`src/rtl/cam_capture_fifo_pkg.sv`:
```
// Shared types and default sizing for the camera capture path and the
// data-path mux that consumes its cam_data bus.
package cam_pkg;

    typedef enum logic [1:0] {
        IDLE       = 2'd0,
        WAIT_FRAME = 2'd1,
        CAPTURE    = 2'd2
    } cam_state_t;

    localparam int SYNC_STAGES = 2;
    localparam int CAM_DEPTH   = 16;
    localparam int CAM_LEN_W   = 11;

endpackage

```
`src/rtl/cam_capture_fifo_sync_fifo.sv`:
```
// Show-ahead synchronous FIFO; a pop on a full FIFO frees the slot for a
// same-cycle push, while a pop on an empty FIFO is ignored.
module sync_fifo
    import cam_pkg::*;
#(
    parameter int DEPTH = CAM_DEPTH,
    parameter int W     = 8
) (
    input  logic         clk,
    input  logic         rst,
    input  logic         push,
    input  logic [W-1:0] push_data,
    input  logic         pop,
    output logic [W-1:0] head,
    output logic         full,
    output logic         empty
);

    localparam int AW = $clog2(DEPTH);

    logic [W-1:0]  mem [DEPTH];
    logic [AW-1:0] wr_ptr;
    logic [AW-1:0] rd_ptr;
    logic [AW:0]   count;
    logic          do_push;
    logic          do_pop;

    assign full    = (count == (AW+1)'(DEPTH));
    assign empty   = (count == '0);
    assign do_pop  = pop & ~empty;
    assign do_push = push & (~full | do_pop);
    assign head    = empty ? '0 : mem[rd_ptr];

    always_ff @(posedge clk) begin
        if (rst) begin
            wr_ptr <= '0;
            rd_ptr <= '0;
            count  <= '0;
        end else begin
            if (do_push) wr_ptr <= wr_ptr + AW'(1);
            if (do_pop)  rd_ptr <= rd_ptr + AW'(1);
            case ({do_push, do_pop})
                2'b10:   count <= count + (AW+1)'(1);
                2'b01:   count <= count - (AW+1)'(1);
                default: count <= count;
            endcase
        end
    end

    always_ff @(posedge clk) begin
        if (do_push) mem[wr_ptr] <= push_data;
    end

endmodule

```
`src/rtl/cam_capture_fifo.sv`:
```
// DVP camera capture: synchronises PCLK/VSYNC/HREF/D into clk, frames the
// stream by VSYNC/HREF and buffers active-line bytes for the pico read path.
module cam_capture_fifo
    import cam_pkg::*;
#(
    parameter int DEPTH = CAM_DEPTH,
    parameter int LEN_W = CAM_LEN_W
) (
    input  logic             clk,
    input  logic             rst,
    input  logic             enable,
    input  logic             cam_pclk,
    input  logic             cam_vsync,
    input  logic             cam_href,
    input  logic [7:0]       cam_d,
    input  logic             rd_req,
    output logic [7:0]       cam_data,
    output logic             data_valid,
    output logic             frame_start,
    output logic             line_end,
    output logic [LEN_W-1:0] line_len,
    output logic             overflow
);

    // Index SYNC_STAGES-1 is the synced level, index SYNC_STAGES its previous value.
    logic [SYNC_STAGES:0] pclk_sh;
    logic [SYNC_STAGES:0] vs_sh;
    logic [SYNC_STAGES:0] href_sh;
    logic [7:0]           d_sh [SYNC_STAGES];

    logic pclk_rise, vs_fall, vs_rise, href_fall, href_level;
    cam_state_t state, next_state;
    logic frame_start_d, line_end_d, byte_strobe;
    logic [LEN_W-1:0] line_cnt;
    logic fifo_full, fifo_empty;

    assign pclk_rise  =  pclk_sh[SYNC_STAGES-1] & ~pclk_sh[SYNC_STAGES];
    assign vs_fall    = ~vs_sh[SYNC_STAGES-1]   &  vs_sh[SYNC_STAGES];
    assign vs_rise    =  vs_sh[SYNC_STAGES-1]   & ~vs_sh[SYNC_STAGES];
    assign href_fall  = ~href_sh[SYNC_STAGES-1] &  href_sh[SYNC_STAGES];
    assign href_level =  href_sh[SYNC_STAGES-1];

    always_ff @(posedge clk) begin
        if (rst) begin
            pclk_sh <= '0;
            vs_sh   <= '0;
            href_sh <= '0;
            for (int i = 0; i < SYNC_STAGES; i++) d_sh[i] <= '0;
        end else begin
            pclk_sh <= {pclk_sh[SYNC_STAGES-1:0], cam_pclk};
            vs_sh   <= {vs_sh[SYNC_STAGES-1:0], cam_vsync};
            href_sh <= {href_sh[SYNC_STAGES-1:0], cam_href};
            d_sh[0] <= cam_d;
            for (int i = 1; i < SYNC_STAGES; i++) d_sh[i] <= d_sh[i-1];
        end
    end

    always_ff @(posedge clk) begin
        if (rst) state <= IDLE;
        else     state <= next_state;
    end

    always_comb begin
        next_state = state;
        if (!enable) begin
            next_state = IDLE;
        end else begin
            case (state)
                IDLE:       next_state = WAIT_FRAME;
                WAIT_FRAME: if (vs_fall) next_state = CAPTURE;
                CAPTURE:    if (vs_rise) next_state = WAIT_FRAME;
                default:    next_state = IDLE;
            endcase
        end
    end

    // Dropping enable suppresses every event, so an aborted line never reports.
    always_comb begin
        frame_start_d = enable && (state == WAIT_FRAME) && vs_fall;
        line_end_d    = enable && (state == CAPTURE) && href_fall;
        byte_strobe   = enable && (state == CAPTURE) && pclk_rise && href_level;
    end

    always_ff @(posedge clk) begin
        if (rst) begin
            frame_start <= 1'b0;
            line_end    <= 1'b0;
            line_len    <= '0;
            line_cnt    <= '0;
            overflow    <= 1'b0;
        end else begin
            frame_start <= frame_start_d;
            line_end    <= line_end_d;
            if (frame_start_d) begin
                line_cnt <= '0;
            end else if (line_end_d) begin
                line_len <= line_cnt;
                line_cnt <= '0;
            end else if (byte_strobe && (line_cnt != '1)) begin
                line_cnt <= line_cnt + LEN_W'(1);
            end
            if (!enable)
                overflow <= 1'b0;
            else if (byte_strobe && fifo_full && !(rd_req && !fifo_empty))
                overflow <= 1'b1;
        end
    end

    sync_fifo #(
        .DEPTH (DEPTH),
        .W     (8)
    ) u_fifo (
        .clk       (clk),
        .rst       (rst),
        .push      (byte_strobe),
        .push_data (d_sh[SYNC_STAGES-1]),
        .pop       (rd_req),
        .head      (cam_data),
        .full      (fifo_full),
        .empty     (fifo_empty)
    );

    assign data_valid = ~fifo_empty;

endmodule

```
`config.mk`:
```
export PLATFORM = sky130hd
export DESIGN_NAME = cam_capture_fifo
export DESIGN_NICKNAME = d
export VERILOG_FILES = /design/src/rtl/cam_capture_fifo_pkg.sv /design/src/rtl/cam_capture_fifo_sync_fifo.sv /design/src/rtl/cam_capture_fifo.sv
export SDC_FILE = /design/constraint.sdc
export NUM_CORES = 1
export LEC_CHECK = 0
export CORE_AREA = 2 2 150 152
export CTS_CLUSTER_SIZE = 24
export DETAILED_ROUTE_END_ITERATION = 16
export DIE_AREA = 0 0 152 154
export GPL_ROUTABILITY_DRIVEN = 0
export PLACE_DENSITY_LB_ADDON = 0.2
export SLEW_MARGIN = 20
export SYNTH_ARGS = -nofsm -noshare
export SYNTH_HDL_FRONTEND = slang
export SYNTH_SLANG_ARGS = --single-unit
```
`constraint.sdc`:
```
create_clock -name clk -period 4.9 [get_ports clk]
set_clock_uncertainty 0.1 [all_clocks]
set_input_delay 0.98 -clock clk [delete_from_list [all_inputs] [get_ports clk]]
set_output_delay 0.98 -clock clk [all_outputs]
set_load 0.005 [all_outputs]
```
## After elaboration in Yosys (flattened, before gate mapping)

Memory sizes are Yosys's and may differ from the RTL's. A register that Yosys moved wholly into a read port is not among the register bits.
Cells that the tools add are included.

- Multiplexer cells: 14
- Shifts and indexed selects: 0
- Bitwise operators: 17
- Eq/ne operators: 8
- $add $sub $neg: 5
- Divide/modulo/power cells: 0
- Reduce and logical (&&, ||, !) cells: 19
- Magnitude comparators: 0
- Multiply operators: 0

Operators with widths:

| kind | count |
|---|---|
| two-way mux 8 bit | 3 |
| adder 11 x 1 -> 11 bit (second input constant) | 1 |
| inequality test 11 bit (second input constant) | 1 |
| logical AND 1 bit | 10 |
| case mux 5 bit (2 select lines) | 1 |
| adder 4 x 1 -> 4 bit (second input constant) | 2 |
| two-way mux 4 bit | 2 |
| inverter 1 bit | 8 |
| bitwise AND 1 bit | 6 |
| case mux 2 bit (3 select lines) | 1 |
| adder 5 x 1 -> 5 bit (second input constant) | 1 |
| equality test 5 bit (second input constant) | 1 |
| logical NOT 5 bit | 1 |
| two-way mux 1 bit | 5 |
| subtractor 5 x 1 -> 5 bit (second input constant) | 1 |
| equality test 2 x 1 -> 1 bit (second input constant) | 2 |
| equality test 2 bit (second input constant) | 2 |
| two-way mux 2 bit | 2 |
| inequality test 2 bit (second input constant) | 2 |
| AND reduction 2 bit | 2 |
| bitwise OR 1 bit | 3 |
| OR reduction 3 bit | 1 |
| logical NOT 1 bit | 2 |
| logical NOT 2 bit | 1 |
| other kinds (2) | 2 |

- Bits in latches: 0
- ROM bits: 0
- Bits in registers: 49
- Input port bits: 15
- Memories kept: 2
- Output and inout port bits: 23
- Word-level logic and storage cells: 77
- Bits in writable memories: 144

Memory list:

| memory | words | bits a word | rd ports | clocked after Yosys merged registers in | wr ports | RTL line | source |
|---|---|---|---|---|---|---|---|
| u_fifo.mem | 16 | 8 | 1 | 1 | 1 | cam_capture_fifo_sync_fifo.sv:21 | `logic [W-1:0] mem [DEPTH];` |
| d_sh | 2 | 8 | 2 | 0 | 2 | cam_capture_fifo.sv:29 | `logic [7:0] d_sh [SYNC_STAGES];` |

## Longest topological paths before layout

Gate-level depths: netlist (run 1).

- Depth in word-level cells: 7
- Depth in mapped cells: 11

## By module

Synthesis (run 1) repeated with hierarchy kept, for this count alone.

- Cell total of the unflattened synthesis: 529
- Area total of the unflattened synthesis: 7,865.0 sq um

Modules (own cells, without submodules):

| module | seq. area each (sq um) | cells each | area each (sq um) | times used |
|---|---|---|---|---|
| sync_fifo | 4,184.0 | 333 | 5,967.0 | 1 |
| cam_capture_fifo | 1,041.0 | 196 | 1,898.1 | 1 |

## Least setup slack after synthesis (run 1)

OpenSTA, ideal clock, no wires.

- Kind: input to register
- Start: input port enable
- End: memory u_fifo.mem[3][0] (enable)
- Data arrival time: 2.581 ns
- Path buffers: 0
- Setup slack: 1.835 ns
- Setup time: 0.383 ns
- Data required time: 4.417 ns
- Stages: 4
- Cell sequence: nand3b_1 -> a311oi_2 -> nand2_1 -> nor3_1

- Longest elaborated chain between the ends: 6

Ends and longest elaborated chain:

| what | RTL line | source |
|---|---|---|
| start: declaration | cam_capture_fifo.sv:11 | `input logic enable,` |
| logical AND 1 bit (3 in a row) | cam_capture_fifo.sv:81 | `byte_strobe = enable && (state == CAPTURE) && pclk_rise && href_level;` |
| bitwise AND 1 bit | cam_capture_fifo_sync_fifo.sv:31 | `assign do_push = push & (~full \| do_pop);` |
| two-way mux 1 bit | cam_capture_fifo_sync_fifo.sv:51 | `if (do_push) mem[wr_ptr] <= push_data;` |
| two-way mux 1 bit (not written as such) | cam_capture_fifo_sync_fifo.sv:51 |  |
| end: declaration | cam_capture_fifo_sync_fifo.sv:21 |  |

No other way between the ends.

==> results.md, run 1 <==
* Sink Count at 197
* Initial antenna violation count at 0
* Synthesized instance count at 494
* FF-to-FF Start: u_fifo.count[0]
* Pin count of the biggest net entering global routing at 56
* Average cell area after synthesis at 15.2 sq um
* Rel. slew slack at 0.344
* Post-DR wirelength/cell at 18.0 um
* Number of maximum-capacitance violations at 0
* Number of levels the H-tree was split into at 4
* Area of the multi-input gates at 0.00214 sq mm
* Placeable core area at 0.0217 sq mm
* Sum of negative setup slack at 0 ns
* Post-synthesis sequential element count at 197
* Die height at 154 um
* Type of origin of the critical path: flip-flop
* Fmax at 256 MHz
* Number of buffers inserted by port buffering at 37
* Worst Path Max Fanout at 15
* Net switching component of the power at 1030 uW
* Setup slack on the worst flop-to-flop path at 2.30 ns
* Final non-filler cell area at 0.00880 sq mm
* Final Core Density at 0.406
* Class of the most critical setup path: reg2out
* Antenna-violating nets left at 0
* Total buffers and inverters traversed by the critical path at 2
* Sequence of cells on the critical path: buf_4 > mux4_2 > mux2i_1 > o22ai_1 > clkdlybuf4s50_1
* Fraction of layout instances using a drive strength above 1 at 0.148
* Family of cells with the greatest summed delay on the critical path: buffers and inverters
* Clock root buffer: sky130_fd_sc_hd__clkbuf_16
* Combinational Power Share at 0.193
* Count of boundary I/O pins at 38
* Endpoint type of the worst setup path: primary output
* CP max stage delay at 0.60 ns
* Total detailed-routing wirelength at 14.9 mm
* Leakage at 0.00265 uW
* Number of global-route vias before repair at 4,101
* Critical Path Slowest Stage Cell: sky130_fd_sc_hd__mux4_2
* Share of synthesized area occupied by flip-flops and latches at 0.696
* M3 GR Usage at 0.0313
* Dpl ws at 1.25 ns
* Number of cells on the worst hold path at 1
* Die width at 152 um
* Least setup slack across all paths after layout at 0.998 ns
* Final-report max-slew violation count at 0
* Worst VDD drop at 0.257 mV
* Number of vias in the routed layout at 4,024
* Remaining design rule violation count at 0
* Antenna Diode Count at 0
* Number of buffers inserted during clock tree synthesis at 17
* Largest area contributor in the netlist: sky130_fd_sc_hd__edfxtp_1
* Area growth, synth to finish at 17.1%
* Detailed Place HPWL at 9.70 mm
* CTS Buffer Depth at 2
* Crit path arrival time at 2.82 ns
* Transition time at the pin with the least slew margin at 0.985 ns
* Number of buffers added to fix hold violations after cts at 0
* Pre-antenna DRT Iters at 4
* Overall track demand over capacity in global routing at 0.132
* Grt ovf at 0
* Part of the power in the clock network at 0.349
* Hold worst-path end: href_sh[1]
* Count of cells resized by post-cts repair at 0
* Total nets after synthesis at 516
* Pwr per Cell Area at 469 mW/mm^2
* Net switching fraction of the power at 0.249
* Result of the run: complete, no violations
* Post-Syn Area at 0.00751 sq mm
* Cell depth of the worst flop-to-flop path at 8
* Minimum period implied by the final worst setup slack at 3.90 ns
* Via/cell ratio at 4.86
* Post-CTS repair timing setup buffer count at 0
* Launch point of the worst hold path: href_sh[0]
* Instance area after placement at 0.00818 sq mm
* GR met1 Demand/Resource at 0.173
* CTS tree: yes
* Distinct cells, synth at 41
* GR met2 Demand/Resource at 0.219
* Terminus of the critical flop-to-flop path: u_fifo.count[4]
* Ranking of synthesized cells by area: sky130_fd_sc_hd__edfxtp_1 (51%), sky130_fd_sc_hd__dfxtp_1 (18%), sky130_fd_sc_hd__mux4_2 (9.6%)
* Class of the most critical hold timing path: reg2reg
* Data required time at the worst endpoint at 3.82 ns
* Ys Warns at 0
* Effective utilization at floorplan at 0.346
* Layout Nets at 557
* Initial drt markers at 271
* Fill count at 1,965
* Setup repair after global routing missed its margin: false
* Portion of total power attributed to sequential cells at 0.458
* Die Area at 0.0234 sq mm
* Clock latency on the worst-skew pair at 0.42 ns
* Number of hold violations in the final report at 0
* Total of endpoints with negative setup slack in the final report at 0
* First-pass GRT wire length at 23.3 mm
* Standard-cell rows at 54
* Clock-pin transition on the worst setup and hold timing paths at 0.07 ns
* Highest-utilization routing layer at the global route stage: met2
* Internal Dissipation at 3100 uW
* Synth top area share at 0.512
* Period Utilization, post-route at 0.796
* Flip-flop and latch area at 0.00523 sq mm
registers in the layout, summed over array words and instances, names as in the netlist, 2 cells and up, named ones only:
signal	cells
u_fifo.mem	128
u_fifo.count	5
href_sh	3
vs_sh	3
line_len	11
state	2
d_sh	16
line_cnt	11
u_fifo.rd_ptr	4
pclk_sh	3
u_fifo.wr_ptr	4
per-layer routing:
layer  part of all wire  vias to the layer above
met4              0.012                        0
met5                  0                        -
met3              0.038                       12
met2               0.49                       72
li1                   -                     1899
met1               0.46                     2041
how the worst max path moves through the flow:
stage          startpoint  slack (ns)  cells after the start           endpoint
6_report        flip-flop         1.0                      5        cam_data[4]
5_1_grt         flip-flop        0.81                      5        cam_data[4]
4_1_cts         flip-flop        0.89                      5        cam_data[7]
3_5_place_dp       enable        1.25                      6  u_fifo.mem[11][5]
3_3_place_gp       enable        1.31                      6  u_fifo.mem[11][3]
2_1_floorplan      enable        1.84                      4   u_fifo.mem[3][0]
synthesized netlist by cell type, drive strengths merged:
cell type  count
a41oi          1
nor3b          1
nor2          44
o22ai          8
mux2           2
inv            7
nor4b          1
clkbuf        17
nand4          4
a21oi         18
xor2          10
xnor2          7
or3b           1
dfxtp         69
o21ai          2
and3           3
nand3b         2
nor4           3
or2            1
mux2i         20
nand2         39
or4            1
nand2b         6
edfxtp       128
nand3         10
or4b           1
a311oi         1
or3            1
ha             7
mux4          32
a31oi          4
nor3           7
o21a           1
nor2b         28
buf            7
cell usage in the layout (no fill, tap or decap), drive strengths merged, types with 2 or more instances in the layout:
cell / count
and3: 3
nand3: 10
dfxtp: 69
nor4: 3
nor2: 44
bufinv: 4
inv: 9
clkinv: 4
mux2i: 20
clkbuf: 20
ha: 7
nor3: 7
mux2: 2
clkinvlp: 2
o21ai: 2
edfxtp: 128
nand2: 39
nand2b: 6
xnor2: 7
nor2b: 28
nand3b: 2
buf: 10
a31oi: 4
xor2: 10
o22ai: 8
nand4: 4
clkdlybuf4s50: 36
mux4: 32
a21oi: 18
power by group through the flow:
stage	Clock (uW)	Sequential [uW]	Combinational, uW
2_1_floorplan	0	1880	571
3_3_place_gp	0	1930	806
3_5_place_dp	0	1930	809
4_1_cts	1470	1890	812
5_1_grt	1540	1900	867
6_report	1440	1890	795
through the flow:
step	hold slack [ns]	power (uW)	std cells
after floorplan	0.314	2450	494
after global placement	0.325	2730	796
after global routing	0.358	4310	828
after detailed placement	0.320	2740	796
after CTS	0.337	4180	828
final	0.337	4130	828
worst register-to-register path: cells and delay by family (launching register included):
kind | cells | cell delay, ns
DFF | 1 | 0.36
muxes | 1 | 0.30
and+or+nand+nor | 3 | 1.02
adders and majority gates | 1 | 0.21
xor gates and xnor gates | 1 | 0.07
AOI/OAI and AO/OA | 2 | 0.43
final cells by class:
type                    instances  share of cell area
clock inverters                12              0.0202
flip-flops and latches        197               0.594
well taps                     280              0.0398
clock buffers                  20              0.0496
multi-input cells             266               0.244
inverters                       7             0.00299
repair buffers                 46              0.0492
logic make-up after synthesis:
kind of cell    count (synthesis)  share of synthesized area
flops                         197                      0.696
simple gates                  153                      0.100
mux                            54                      0.126
compound gates                 35                     0.0280
buf+inv                        31                     0.0185
xor+xnor                       17                     0.0198
fa+ha+maj                       7                     0.0117
Power figures use the tool's default switching activity.
==> run 2: changes to the inputs <==
==> constraint.sdc (replaced) <==
create_clock -name clk -period 3.75 [get_ports clk]
set_clock_uncertainty 0.1 [all_clocks]
set_input_delay 0.75 -clock clk [delete_from_list [all_inputs] [get_ports clk]]
set_output_delay 0.75 -clock clk [all_outputs]
set_load 0.005 [all_outputs]
==> results.md, run 2 (same netlist as run 1, synthesis figures left out) <==
* Most common cell after layout, fill and taps aside: sky130_fd_sc_hd__edfxtp_1
* Portion of total power attributed to sequential cells at 0.465
* Total detailed-routing wirelength at 15.1 mm
* Placeable core area at 0.0217 sq mm
* FF-to-FF Start: u_fifo.count[0]
* Terminus of the critical flop-to-flop path: u_fifo.count[4]
* Area growth, synth to finish at 19.0%
* Minimum period implied by the final worst setup slack at 3.45 ns
* Number of buffers inserted during clock tree synthesis at 17
* Antenna Diode Count at 0
* Post-DR wirelength/cell at 17.9 um
* Initial antenna violation count at 0
* Length of routed met2 wiring at 7.58 mm
* Initial drt markers at 214
* Cell depth of the worst flop-to-flop path at 8
* Crit path arrival time at 2.60 ns
* Highest Signal Layer: met4
* Pre-antenna DRT Iters at 4
* Overall track demand over capacity in global routing at 0.133
* Standard-cell rows at 54
* Combinational Power Share at 0.198
* Clock-pin transition on the worst setup and hold timing paths at 0.07 ns
* Number of levels the H-tree was split into at 4
* Flip-flop and latch area at 0.00523 sq mm
* Endpoint type of the worst setup path: primary output
* Setup slack on the worst flop-to-flop path at 1.04 ns
* Fmax at 290 MHz
* Clock root buffer: sky130_fd_sc_hd__clkbuf_16
* Layout Nets at 575
* Net switching fraction of the power at 0.275
* Hold worst-path end: pclk_sh[1]
* Total of endpoints with negative setup slack in the final report at 0
* Period Utilization, post-route at 0.919
* Number of vias in the routed layout at 4,116
* Remaining design rule violation count at 0
* Net switching component of the power at 1450 uW
* Worst Path Max Fanout at 25
* CTS tree: yes
* Fraction of layout instances using a drive strength above 1 at 0.180
* Count of boundary I/O pins at 38
* Pwr per Cell Area at 593 mW/mm^2
* Rel. slew slack at 0.597
* CTS Buffer Depth at 2
* Class of the most critical hold timing path: reg2reg
* Wire length on met1 at 6.83 mm
* Internal Dissipation at 3840 uW
* Die Area at 0.0234 sq mm
* Grt ovf at 0
* Part of the power in the clock network at 0.337
* Die height at 154 um
* Class of the most critical setup path: reg2out
* Via/cell ratio at 4.87
* Register bank with the most flops: u_fifo.mem
* Die width at 152 um
* Setup repair after global routing missed its margin: false
* Routed length on met3 at 554 um
* Antenna-violating nets left at 0
* Post-CTS repair timing setup buffer count at 0
* Sink Count at 197
* Launch point of the worst hold path: pclk_sh[0]
* First-pass GRT wire length at 23.6 mm
* Result of the run: complete, no violations
* Worst VDD drop at 0.262 mV
* Final-report max-slew violation count at 0
* Number of buffers added to fix hold violations after cts at 0
* Area of the multi-input gates at 0.00215 sq mm
* Leading registers by flop count: u_fifo.mem: 128 flops, d_sh: 16 flops
* Number of global-route vias before repair at 4,189
* Effective utilization at floorplan at 0.346
* Final Core Density at 0.412
* Number of hold violations in the final report at 0
* Fill count at 1,966
* Data required time at the worst endpoint at 2.90 ns
* Pin count of the biggest net entering global routing at 34
* Number of cells on the worst hold path at 1
* Most used cells in the layout excluding fill and tap cells: sky130_fd_sc_hd__edfxtp_1 (128), sky130_fd_sc_hd__dfxtp_1 (68), sky130_fd_sc_hd__nor2_1 (44)
* Number of maximum-capacitance violations at 0
* Number of buffers inserted by port buffering at 37
* Type of origin of the critical path: flip-flop
* Detailed Place HPWL at 9.81 mm
* Leakage at 0.00275 uW
* Flip-flop count of the largest register after layout at 128
* Transition time at the pin with the least slew margin at 0.600 ns
* Clock latency on the worst-skew pair at 0.43 ns
* Sum of negative setup slack at 0 ns
==> run 2: changes by cell type in the layout (fill, tap and decap cells not counted), moves of 2 or more <==
cell                        delta
sky130_fd_sc_hd__buf_4        +17
sky130_fd_sc_hd__clkbuf_1      -3
sky130_fd_sc_hd__inv_8         +5
sky130_fd_sc_hd__inv_6         +2
sky130_fd_sc_hd__bufinv_16     -4
sky130_fd_sc_hd__clkinv_2      -2
sky130_fd_sc_hd__clkinv_8      +4
==> run 2: worst max-delay path, stage by stage, from the launching register on <==
cell,delay (ns)
sky130_fd_sc_hd__dfxtp_2,0.52
sky130_fd_sc_hd__buf_12,0.28
sky130_fd_sc_hd__mux4_2,0.53
sky130_fd_sc_hd__mux2i_1,0.23
sky130_fd_sc_hd__o22ai_1,0.12
sky130_fd_sc_hd__clkdlybuf4s50_1,0.47
==> run 2: power groups by stage <==
stage | sequential (uW) | clock [uW] | combinational (uW)
finish | 2460 | 1790 | 1050
global route | 2470 | 1920 | 1150
CTS | 2460 | 1840 | 1070
detailed placement | 2510 | 0 | 1070
global placement | 2500 | 0 | 1060
floorplan | 2450 | 0 | 747
==> run 2: stage by stage <==
stage / hold WS [ns] / setup slack [ns] / power (uW) / area [sq um] / std cells
3_3_place_gp: 0.323 / 0.671 / 3560 / 8330 / 814
6_report: 0.343 / 0.304 / 5290 / 8930 / 846
4_1_cts: 0.345 / 0.165 / 5360 / 8930 / 846
5_1_grt: 0.364 / 0.147 / 5540 / 8930 / 846
2_1_floorplan: 0.314 / 0.915 / 3200 / 7510 / 494
3_5_place_dp: 0.328 / 0.639 / 3570 / 8330 / 814
==> run 2: timing repair <==
action                                  CTS  global route
gates resized for setup                   0             1
endpoints found under the setup margin    0             1
endpoints found under the hold margin     0             0
==> run 2: worst max path at each step <==
stage	start	end	slack, ns	depth (start not counted)
final	flip-flop	cam_data[3]	0.30	5
after global routing	flip-flop	cam_data[3]	0.15	5
after CTS	u_fifo.count[0]	cam_data[0]	0.16	5
after detailed placement	u_fifo.count[0]	cam_data[0]	0.64	5
after global placement	enable	u_fifo.count[4]	0.67	9
after floorplan	enable	u_fifo.mem[3][0]	0.92	4
==> run 2: final cells by class <==
| cell class | instances | area share |
|---|---|---|
| clock buffer | 17 | 0.0476 |
| timing repair buffer | 64 | 0.0650 |
| sequential | 197 | 0.585 |
| multi-input combinational | 266 | 0.241 |
| clock inverter | 15 | 0.0193 |
| inverter | 7 | 0.00294 |
| tap | 280 | 0.0392 |
==> run 2: routing by layer <==
| layer | global-route usage | up-vias |
|---|---|---|
| li1 | - | 1951 |
| met1 | 0.175 | 2073 |
| met2 | 0.221 | 78 |
| met3 | 0.0327 | 14 |
| met4 | 0.0374 | 0 |
| met5 | 0 | - |
==> run 3: changes to the inputs <==
--- a/config.mk
+++ b/config.mk
@@ -5,10 +5,11 @@
 export SDC_FILE = /design/constraint.sdc
 export NUM_CORES = 1
 export LEC_CHECK = 0
-export CORE_AREA = 2 2 150 152
+export ABC_AREA = 1
+export CORE_AREA = 2 2 152 154
 export CTS_CLUSTER_SIZE = 24
 export DETAILED_ROUTE_END_ITERATION = 16
-export DIE_AREA = 0 0 152 154
+export DIE_AREA = 0 0 154 156
 export GPL_ROUTABILITY_DRIVEN = 0
 export PLACE_DENSITY_LB_ADDON = 0.2
 export SLEW_MARGIN = 20
==> results.md, run 3 <==
* Endpoint type of the worst setup path: primary output
* Ranking of synthesized cells by area: sky130_fd_sc_hd__edfxtp_1 (50%), sky130_fd_sc_hd__dfxtp_1 (18%), sky130_fd_sc_hd__nor2_1 (6.3%)
* Share of synthesized area occupied by flip-flops and latches at 0.673
* Via/cell ratio at 5.03
* Class of the most critical hold timing path: reg2reg
* Die Area at 0.0240 sq mm
* Clock root buffer: sky130_fd_sc_hd__clkbuf_16
* Total buffers and inverters traversed by the critical path at 2
* Type of origin of the critical path: flip-flop
* Distinct cells, synth at 34
* Data required time at the worst endpoint at 2.90 ns
* Number of levels the H-tree was split into at 4
* Post-CTS repair timing setup buffer count at 0
* Total detailed-routing wirelength at 18.3 mm
* Fraction of layout instances using a drive strength above 1 at 0.111
* Top_reg_cell synth: sky130_fd_sc_hd__edfxtp_1
* Most common cell in the synthesized netlist: sky130_fd_sc_hd__nor2_1
* Remaining design rule violation count at 0
* CTS tree: yes
* Worst Path Max Fanout at 19
* Pre-antenna DRT Iters at 5
* Register bank with the most flops: u_fifo.mem
* Number of buffers inserted by port buffering at 37
* Period Utilization, post-route at 0.933
* Most common cell after layout, fill and taps aside: sky130_fd_sc_hd__nor2_1
* Post-Syn Area at 0.00776 sq mm
* Synthesized instance count at 717
* Pin count of the biggest net entering global routing at 49
* CTS Buffer Depth at 2
* Overall track demand over capacity in global routing at 0.157
* Pwr per Cell Area at 617 mW/mm^2
* Ys Warns at 0
* Antenna Diode Count at 0
* Final-report max-slew violation count at 0
* Total nets after synthesis at 739
* Post-synthesis sequential element count at 197
* Count of boundary I/O pins at 38
* Average cell area after synthesis at 10.8 sq um
* Minimum period implied by the final worst setup slack at 3.50 ns
* Sum of negative setup slack at 0 ns
* Placeable core area at 0.0224 sq mm
* Family of cells with the greatest summed delay on the critical path: buffers and inverters
* Sequence of cells on the critical path: buf_4 > o21ai_0 > o221ai_1 > nand3_1 > a21oi_1 > clkdlybuf4s50_1
* Leakage at 0.00325 uW
* Number of hold violations in the final report at 0
* Area growth, synth to finish at 17.2%
* Worst VDD drop at 0.319 mV
* Number of maximum-capacitance violations at 0
* Standard-cell rows at 55
* Die height at 156 um
* Initial drt markers at 371
* Dpl ws at 0.613 ns
* Initial antenna violation count at 0
* Result of the run: complete, no violations
* Die width at 154 um
* Proportion of synthesized flip-flops having asynchronous set or reset at 0
* Clock latency on the worst-skew pair at 0.44 ns
* Most used cells in the layout excluding fill and tap cells: sky130_fd_sc_hd__nor2_1 (130), sky130_fd_sc_hd__edfxtp_1 (128), sky130_fd_sc_hd__o21ai_0 (86)
* Number of buffers inserted during clock tree synthesis at 17
* Effective utilization at floorplan at 0.347
* Post-DR wirelength/cell at 17.2 um
* Fmax at 286 MHz
* Number of buffers added to fix hold violations after cts at 0
* Total of endpoints with negative setup slack in the final report at 0
* Number of global-route vias before repair at 5,246
* Synth top area share at 0.495
* CP max stage delay at 0.72 ns
* Detailed Place HPWL at 12.5 mm
* Leading registers by flop count: u_fifo.mem: 128 flops, d_sh: 16 flops
* Sink Count at 197
* Cell types with the highest counts after synthesis: sky130_fd_sc_hd__nor2_1 (130), sky130_fd_sc_hd__edfxtp_1 (128), sky130_fd_sc_hd__o21ai_0 (86)
* Number of vias in the routed layout at 5,347
* Clock-pin transition on the worst setup and hold timing paths at 0.07 ns
* Antenna-violating nets left at 0
* Transition time at the pin with the least slew margin at 0.799 ns
* Grt ovf at 0
* Count of cells resized by post-cts repair at 0
* Least setup slack across all paths after layout at 0.253 ns
* Number of enable flip-flop cells after synthesis at 128
* Flip-flop count of the largest register after layout at 128
* Critical Path Slowest Stage Cell: sky130_fd_sc_hd__dfxtp_1
* Layout Nets at 786
* Crit path arrival time at 2.65 ns
* Largest area contributor in the netlist: sky130_fd_sc_hd__edfxtp_1
* Class of the most critical setup path: reg2out
* First-pass GRT wire length at 28.9 mm
* Rel. slew slack at 0.466
* Setup repair after global routing missed its margin: false
-- run 3: changes by cell type in the layout (fill, tap and decap cells not counted), sizes merged, moves of 21 or more --
cell,delta
a21oi,+21
inv,+66
mux4,-32
nand2,+21
nor2,+91
nor2b,-28
o21ai,+91
o221ai,+26
-- run 3: where the power goes --
part | internal, uW | leakage [uW] | switching [uW] | total (uW)
clock | 932 | 0.000269 | 844 | 1780
sequential | 2360 | 0.00174 | 105 | 2460
combinational | 553 | 0.00124 | 827 | 1380
-- run 3: layer usage --
metal / vias up / track usage / routed length (um)
met3: 27 / 0.0356 / 918
met1: 2587 / 0.194 / 7820
met4: 0 / 0.0427 / 259
met5: - / 0 / 0
met2: 157 / 0.279 / 9290
li1: 2576 / - / -
-- run 3: metrics by stage --
step,utilization,std cells,hold slack [ns],cell area [sq um],power (uW)
3_5_place_dp,0.381,1030,0.297,8530,3890
3_3_place_gp,0.381,1030,0.290,8530,3870
6_report,0.407,1062,0.306,9100,5620
5_1_grt,0.407,1062,0.318,9100,5930
4_1_cts,0.407,1062,0.306,9100,5660
2_1_floorplan,-,717,0.288,7760,3360
-- run 3: area by class of cell --
type                    count  area [sq um]
clock buffers              17           425
clock inverters            15           143
fillers                  2113         13300
inverters                  75           284
multi-input cells         414          2120
flip-flops and latches    197          5230
well taps                 285           357
repair buffers             59           548
-- run 3: logic make-up after synthesis --
kind of cell,count (synthesis),share of synthesized area
buffers and inverters,106,0.0545
AND/OR/NAND/NOR,236,0.134
adder cells (fa/ha/maj),7,0.0113
flip-flops,197,0.673
AO/OA/AOI/OAI,166,0.122
XOR/XNOR,5,0.00564
-- run 3: final timing paths --
path | cells past startpoint | start | end | slack [ns]
max | 6 | flip-flop | cam_data[5] | 0.25
min reg2reg | 2 | pclk_sh[0] | pclk_sh[1] | 0.31
max reg2reg | 7 | state[1] | u_fifo.mem[12][7] | 1.58
min | 2 | pclk_sh[0] | pclk_sh[1] | 0.31
-- run 3: tightest hold or removal path: cells and delay by family (launching register included) --
kind | cells | cell delay [ns]
buffers and inverters | 1 | 0.04
and+or+nand+nor | 1 | 0.03
DFF | 1 | 0.30
